## src/rtl/ram_access_arbiter.sv

```systemverilog
// Round-robin arbiter that gives two requesters turns on a single-port RAM.
// Each grant runs one fixed four-cycle sequence: setup, strobe, done/ack, idle.
module ram_access_arbiter #(
  parameter int ADDR_W = 5,
  parameter int DATA_W = 8
) (
  input  logic              clock,
  input  logic              reset,
  input  logic              req0,
  input  logic              we0,
  input  logic [ADDR_W-1:0] addr0,
  input  logic [DATA_W-1:0] wdata0,
  output logic              ack0,
  input  logic              req1,
  input  logic              we1,
  input  logic [ADDR_W-1:0] addr1,
  input  logic [DATA_W-1:0] wdata1,
  output logic              ack1,
  output logic [DATA_W-1:0] rdata,
  output logic              busy,
  output logic [ADDR_W-1:0] a_ram,
  output logic [DATA_W-1:0] d_ram,
  output logic              wren,
  output logic              clock_ram,
  input  logic [DATA_W-1:0] q_ram
);

  typedef enum logic [1:0] {
    IDLE   = 2'd0,
    SETUP  = 2'd1,
    STROBE = 2'd2,
    DONE   = 2'd3
  } state_t;

  state_t              state_q, state_d;
  logic                sel_q, sel_d;
  logic                last_gnt_q, last_gnt_d;
  logic                we_q, we_d;
  logic [ADDR_W-1:0]   addr_q, addr_d;
  logic [DATA_W-1:0]   wdata_q, wdata_d;
  logic [DATA_W-1:0]   rdata_q, rdata_d;
  logic [ADDR_W-1:0]   a_ram_q, a_ram_d;
  logic [DATA_W-1:0]   d_ram_q, d_ram_d;
  logic                wren_q, wren_d;
  logic                clock_ram_q, clock_ram_d;
  logic                ack0_q, ack0_d;
  logic                ack1_q, ack1_d;
  logic                busy_q, busy_d;
  logic                drive_s;

  // Next-state, grant latch and registered RAM/requester outputs.
  always_comb begin
    state_d    = state_q;
    sel_d      = sel_q;
    last_gnt_d = last_gnt_q;
    we_d       = we_q;
    addr_d     = addr_q;
    wdata_d    = wdata_q;
    case (state_q)
      IDLE: begin
        if (req0 || req1) begin
          if (req0 && req1) begin
            sel_d = ~last_gnt_q;
          end else if (req1) begin
            sel_d = 1'b1;
          end else begin
            sel_d = 1'b0;
          end
          last_gnt_d = sel_d;
          if (sel_d) begin
            we_d    = we1;
            addr_d  = addr1;
            wdata_d = wdata1;
          end else begin
            we_d    = we0;
            addr_d  = addr0;
            wdata_d = wdata0;
          end
          state_d = SETUP;
        end else begin
          state_d = IDLE;
        end
      end
      SETUP:   state_d = STROBE;
      STROBE:  state_d = DONE;
      DONE:    state_d = IDLE;
      default: state_d = IDLE;
    endcase

    // Outputs are registered from the next state so they align with it.
    drive_s     = (state_d == SETUP) || (state_d == STROBE);
    busy_d      = (state_d != IDLE);
    clock_ram_d = (state_d == STROBE);
    ack0_d      = (state_d == DONE) && !sel_d;
    ack1_d      = (state_d == DONE) && sel_d;
    if (drive_s) begin
      wren_d  = we_d;
      d_ram_d = wdata_d;
    end else begin
      wren_d  = 1'b0;
      d_ram_d = {DATA_W{1'b0}};
    end
    if (state_d == SETUP) begin
      a_ram_d = addr_d;
    end else begin
      a_ram_d = a_ram_q;
    end
    if ((state_q == STROBE) && !we_q) begin
      rdata_d = q_ram;
    end else begin
      rdata_d = rdata_q;
    end
  end

  // State and output registers with synchronous reset.
  always_ff @(posedge clock) begin
    if (reset) begin
      state_q     <= IDLE;
      sel_q       <= 1'b0;
      last_gnt_q  <= 1'b1;
      we_q        <= 1'b0;
      addr_q      <= {ADDR_W{1'b0}};
      wdata_q     <= {DATA_W{1'b0}};
      rdata_q     <= {DATA_W{1'b0}};
      a_ram_q     <= {ADDR_W{1'b0}};
      d_ram_q     <= {DATA_W{1'b0}};
      wren_q      <= 1'b0;
      clock_ram_q <= 1'b0;
      ack0_q      <= 1'b0;
      ack1_q      <= 1'b0;
      busy_q      <= 1'b0;
    end else begin
      state_q     <= state_d;
      sel_q       <= sel_d;
      last_gnt_q  <= last_gnt_d;
      we_q        <= we_d;
      addr_q      <= addr_d;
      wdata_q     <= wdata_d;
      rdata_q     <= rdata_d;
      a_ram_q     <= a_ram_d;
      d_ram_q     <= d_ram_d;
      wren_q      <= wren_d;
      clock_ram_q <= clock_ram_d;
      ack0_q      <= ack0_d;
      ack1_q      <= ack1_d;
      busy_q      <= busy_d;
    end
  end

  assign ack0      = ack0_q;
  assign ack1      = ack1_q;
  assign rdata     = rdata_q;
  assign busy      = busy_q;
  assign a_ram     = a_ram_q;
  assign d_ram     = d_ram_q;
  assign wren      = wren_q;
  assign clock_ram = clock_ram_q;

endmodule

```

## config.mk

```make
export PLATFORM = sky130hd
export DESIGN_NAME = ram_access_arbiter
export DESIGN_NICKNAME = d
export VERILOG_FILES = /design/src/rtl/ram_access_arbiter.sv
export SDC_FILE = /design/constraint.sdc
export NUM_CORES = 1
export LEC_CHECK = 0
export CORE_ASPECT_RATIO = 0.5
export CORE_MARGIN = 4
export CORE_UTILIZATION = 40
export CTS_CLUSTER_DIAMETER = 50
export CTS_CLUSTER_SIZE = 8
export DETAILED_ROUTE_END_ITERATION = 16
export PLACE_DENSITY = 0.74
export REMOVE_ABC_BUFFERS = 1
export SLEW_MARGIN = 20
export SYNTH_ARGS = -nofsm -noshare
export SYNTH_HDL_FRONTEND = slang
export SYNTH_SLANG_ARGS = --single-unit
```

## constraint.sdc

```tcl
create_clock -name clock -period 1.6 [get_ports clock]
set_input_delay 0.32 -clock clock [delete_from_list [all_inputs] [get_ports clock]]
set_output_delay 0.32 -clock clock [all_outputs]
set_load 0.005 [all_outputs]
```

==> Word level (Yosys, flattened, before mapping) <==
Index checks and enable logic that the tools add are counted.
{ "word_totals": {"reg_bits": 44, "out_inout_bits": 26, "word_cells": 51} }
{ "classes": {"eq_ne": 6, "mux": 17, "bitwise_logic": 2, "reduce_logical": 12} }
{ "op_table": {"columns": ["op", "n"], "rows": [
  ["two-way mux 8 bit", 3],
  ["two-way mux 5 bit", 3],
  ["two-way mux 1 bit", 10],
  ["equality test 2 bit, second input constant", 4],
  ["one-hot mux 2 bit (4 select lines)", 1],
  ["equality test 2 x 1 -> 1 bit, second input constant", 2],
  ["logical AND 1 bit", 4],
  ["logical NOT 1 bit", 2],
  ["logical NOT 2 bit", 1],
  ["logical OR 1 bit", 2],
  ["NOT 1 bit", 2],
  ["AND reduction 2 bit", 1],
  ["nonzero test 2 bit", 1],
  ["OR reduction 2 bit", 1]
]} }

==> Logic depth before layout (Yosys ltp) <==
{ "logic_depth": {"depth_word": 8, "ltp_mapped": 7, "ltp_nobuf": 6} }

==> Worst setup path before layout <==
No wires, ideal clock.
{ "synth_path": {"path_type": "flip-flop to flip-flop", "startpoint": "register state_q[0]", "endpoint": "register a_ram_q[4] (netlist: a_ram[4])", "setup_ps": 71, "t_arrival_ps": 1401, "required_time_ps": 1529, "setup_slack_ps": 129, "stages_incl_launch_ff": 8, "path_buffers": 1, "period_less_slack_ps": 1471, "path_cell_list": "dfxtp_1 -> inv_1 -> ha_1 -> o21bai_1 -> nor2_2 -> buf_2 -> o221ai_1 -> a21oi_1"} }
{ "synth_between": {"elab_chain_cells": 3, "elab_cells_between_ends": 7} }
{ "synth_rtl": {"columns": ["item", "line", "source"], "rows": [
  ["start: declaration", "35", "state_t state_q, state_d;"],
  ["start signal: assignment", "133", "state_q <= state_d;"],
  ["equality test 2 bit, or another cell as far along", "59", "case (state_q)"],
  ["one-hot mux 2 bit (4 select lines) *", "59", null],
  ["named net state_d[1]", "35", null],
  ["equality test 2 x 1 -> 1 bit *", "103", "if (state_d == SETUP) begin"],
  ["end signal: assignment", "125", "a_ram_q <= {ADDR_W{1'b0}};"],
  ["end signal: assignment", "140", "a_ram_q <= a_ram_d;"],
  ["end: declaration", "42", "logic [ADDR_W-1:0] a_ram_q, a_ram_d;"]
]} }
The timed path passes the listed nets; every way through them passes the cells marked *.
A chain may end at the register's enable or synchronous reset.

==> Final worst setup path <==
{ "layout_path": {"startpoint": "register state_q[0]", "endpoint": "register d_ram_q[6] (netlist: d_ram[6])"} }
{ "layout_between": {"elab_chain_cells": 6, "elab_cells_between_ends": 11} }
{ "layout_rtl": {"columns": ["item", "line", "source"], "rows": [
  ["equality test 2 bit, or another cell as far along", "59", null],
  ["one-hot mux 2 bit (4 select lines)", "59", null],
  ["equality test 2 x 1 -> 1 bit or equality test 2 bit (tied branches)", "91", "drive_s = (state_d == SETUP) || (state_d == STROBE);"],
  ["logical OR 1 bit", "91", null],
  ["NOT 1 bit (no line)", null, null],
  ["OR reduction 2 bit (no line)", null, null],
  ["end signal: assignment", "126", "d_ram_q <= {DATA_W{1'b0}};"],
  ["end signal: assignment", "141", "d_ram_q <= d_ram_d;"],
  ["end: declaration", "43", "logic [DATA_W-1:0] d_ram_q, d_ram_d;"]
]} }
Parallel ways exist; a longest one is shown, timed or not.

==> flow_summary.json <==
{
  "run_status": "finished clean",
  "yosys_warnings": 0,
  "num-fill-cells": 350,
  "synth_top_cells_by_count": "dfxtp_1, nor2_1, o21a_1",
  "tns_ns": 0,
  "synth_top_area_cell": "dfxtp_1",
  "worstMarginPinSlew_ns": 0.398,
  "grt_pass1_vias": 1530,
  "initial_utilization": 0.434,
  "fp.coreArea_um2": 4060,
  "ff_latch_area_um2": 883,
  "drive_gt1_frac": 0.151,
  "cp-start-kind": "flip-flop",
  "clk_latency_ns": 0.29,
  "vias": 1497,
  "synth.avg_cell_area_um2": 10.5,
  "crit_path_max_incr_delay_ns": 0.32,
  "cts_max_level": 2,
  "stdcell_area_um2": 2570,
  "cts_tree": "built",
  "antenna_cells": 0,
  "post-cts-setup-buffer-count": 0,
  "arrival_ns": 1.72,
  "clockBufferDepth": 2,
  "grt_pass1_wl_um": 6880,
  "leakagePower_nw": 0.957,
  "portBuffers": 65,
  "fin_ws_ns": 0.114,
  "drt_iter0_drc": 35,
  "hp-class": "reg2reg",
  "routedWlPerCell_um": 14.4,
  "dpl_cell_area_um2": 2480,
  "ir_worst_vdd_mv": 0.669,
  "synth_top_area_frac": 0.500,
  "cts.root.buffer_cell": "clkbuf_8",
  "criticalPathCategory": "reg2reg",
  "die_w_um": 102,
  "synth_most_common_cell": "dfxtp_1",
  "synth_area_um2": 1760,
  "critPathMaxFanout": 8,
  "dr.pass1.iters": 4,
  "numCtsBuffers": 5,
  "final_net_count": 282,
  "dieArea_um2": 5600,
  "async_flop_share": 0,
  "synth_cell_types": 30,
  "crit_slowest_cell": "dfxtp_2",
  "place_hpwl_um": 3180,
  "overflow": 0,
  "ant_nets": 0,
  "fin_util": 0.633,
  "globalplace.congestion": 0.794,
  "num_rows": 16,
  "cts.clk_slew.worst_paths_ns": 0.08,
  "io_pins": 66,
  "syn_to_final_growth_pct": 46.0,
  "routed_wl_um": 4210,
  "crit_top_cell": "o21a_1",
  "max_cap_violations": 0,
  "max_freq_mhz": 673,
  "grt_use_total": 0.161,
  "endpoint_kind": "flip-flop",
  "synth_seq_cells": 44,
  "multiInputGateArea_um2": 781,
  "p_per_area_nw_per_um2": 1520,
  "finalHoldViolations": 0,
  "drv_slew": 0,
  "total_power_mw": 3.92,
  "grt_max_degree": 16,
  "synth.area.top_cells": "dfxtp_1, a211oi_2, nor2_1, mux2i_1, o32ai_1",
  "timing.final.crit_share": 0.928,
  "antenna_found_initial": 0,
  "vias_per_cell": 5.13,
  "ctsHoldBuffers": 0,
  "drc": 0,
  "synth.yosys.seq_area_share": 0.500,
  "synth_edf_count": 0,
  "finClkSkew_ns": 0.00543,
  "synth_ff_type": "dfxtp_1",
  "rsz0062_at_grt": "false",
  "fin_crit_ns": 1.49,
  "cp.required_ns": 1.84,
  "cts_sinks": 44,
  "synthCells": 168,
  "setup_violations": 0,
  "ctsResizeCount": 0,
  "crit_path_cell_trace": "inv_1 > ha_1 > o21a_1 > buf_4 > nor2_1 > a211oi_2 > o21a_1",
  "die_h_um": 54.9,
  "slew_headroom": 0.735,
  "preCtsSetupSlack_ns": -0.247
}
-- report_power, final --
| group | internal, mW | switching, mW | total (mW) | leakage [nW] |
|---|---|---|---|---|
| clock network | 0.297 | 0.344 | 0.641 | 0.0410 |
| registers | 1.42 | 0.124 | 1.54 | 0.363 |
| logic | 0.931 | 0.810 | 1.74 | 0.553 |
| total | 2.64 | 1.28 | 3.92 | 0.957 |
-- sequential cells by signal, summed over array words and instances, names as in the netlist, 2 cells and up --
signal   cells
state_q      2
wdata_q      8
addr_q       5
a_ram        5
rdata        8
d_ram        8
-- final timing paths --
kind	start	endpoint	slack [ns]	cells after the start
max	state_q[0]	d_ram[6]	0.11	7
min	a_ram[2]	a_ram[2]	0.46	2
max reg2reg	state_q[0]	d_ram[6]	0.11	7
min reg2reg	a_ram[2]	a_ram[2]	0.46	2
-- through the flow --
step | instances | hold WS [ns]
5_1_grt | 292 | 0.489
2_1_floorplan | 154 | 0.389
3_3_place_gp | 285 | 0.450
6_report | 292 | 0.460
3_5_place_dp | 285 | 0.451
4_1_cts | 292 | 0.460
-- placed cells by master (no fill, tap or decap), drive strengths merged --
cell / netlist / routed
clkdlybuf4s50: 0 / 64
dfxtp: 44 / 44
nor2: 26 / 26
buf: 11 / 12
o21a: 10 / 10
o32ai: 9 / 9
a211oi: 9 / 9
mux2i: 8 / 8
nand2: 6 / 6
a21oi: 6 / 6
clkbuf: 3 / 6
o32a: 5 / 5
o22ai: 5 / 5
o221ai: 5 / 5
inv: 4 / 4
ha: 4 / 4
nor2b: 3 / 3
nor3b: 2 / 2
or2: 2 / 2
and2b: 1 / 1
a21bo: 1 / 1
a221o: 1 / 1
o21bai: 1 / 1
and3b: 1 / 1
nor3: 1 / 1
clkinv: 0 / 1
dlymetal6s2s: 0 / 1
-- cell families after synthesis --
| kind of cell | after synthesis | share of synthesized area |
|---|---|---|
| AND/OR/NAND/NOR | 42 | 0.109 |
| adder cells (fa/ha/maj) | 4 | 0.0284 |
| multiplexers | 8 | 0.0454 |
| buffers and inverters | 18 | 0.0589 |
| AO/OA/AOI/OAI | 52 | 0.258 |
| flip-flops | 44 | 0.500 |
-- routing by layer --
layer | track usage | up-vias | wire length, um
met4 | 0.0545 | 0 | 44
li1 | - | 747 | -
met2 | 0.287 | 37 | 2030
met3 | 0.0601 | 5 | 295
met1 | 0.185 | 708 | 1840
met5 | 0 | - | 0
-- cell type report --
cell class	instances	share of cell area
Clock buffer	6	0.0282
Clock inverter	1	0.00194
Inverter	4	0.00681
Multi-Input combinational cell	106	0.303
Sequential cell	44	0.343
Tap cell	54	0.0263
Timing Repair Buffer	77	0.290
-- worst max-delay path: cells and delay by family, from the launching register on --
kind                       cells  cell delay [ns]
AOI/OAI and AO/OA              3             0.54
DFF                            1             0.32
buffers and inverters          2             0.26
adders and majority gates      1             0.25
and+or+nand+nor                1             0.06
Power figures use the tool's default switching activity.
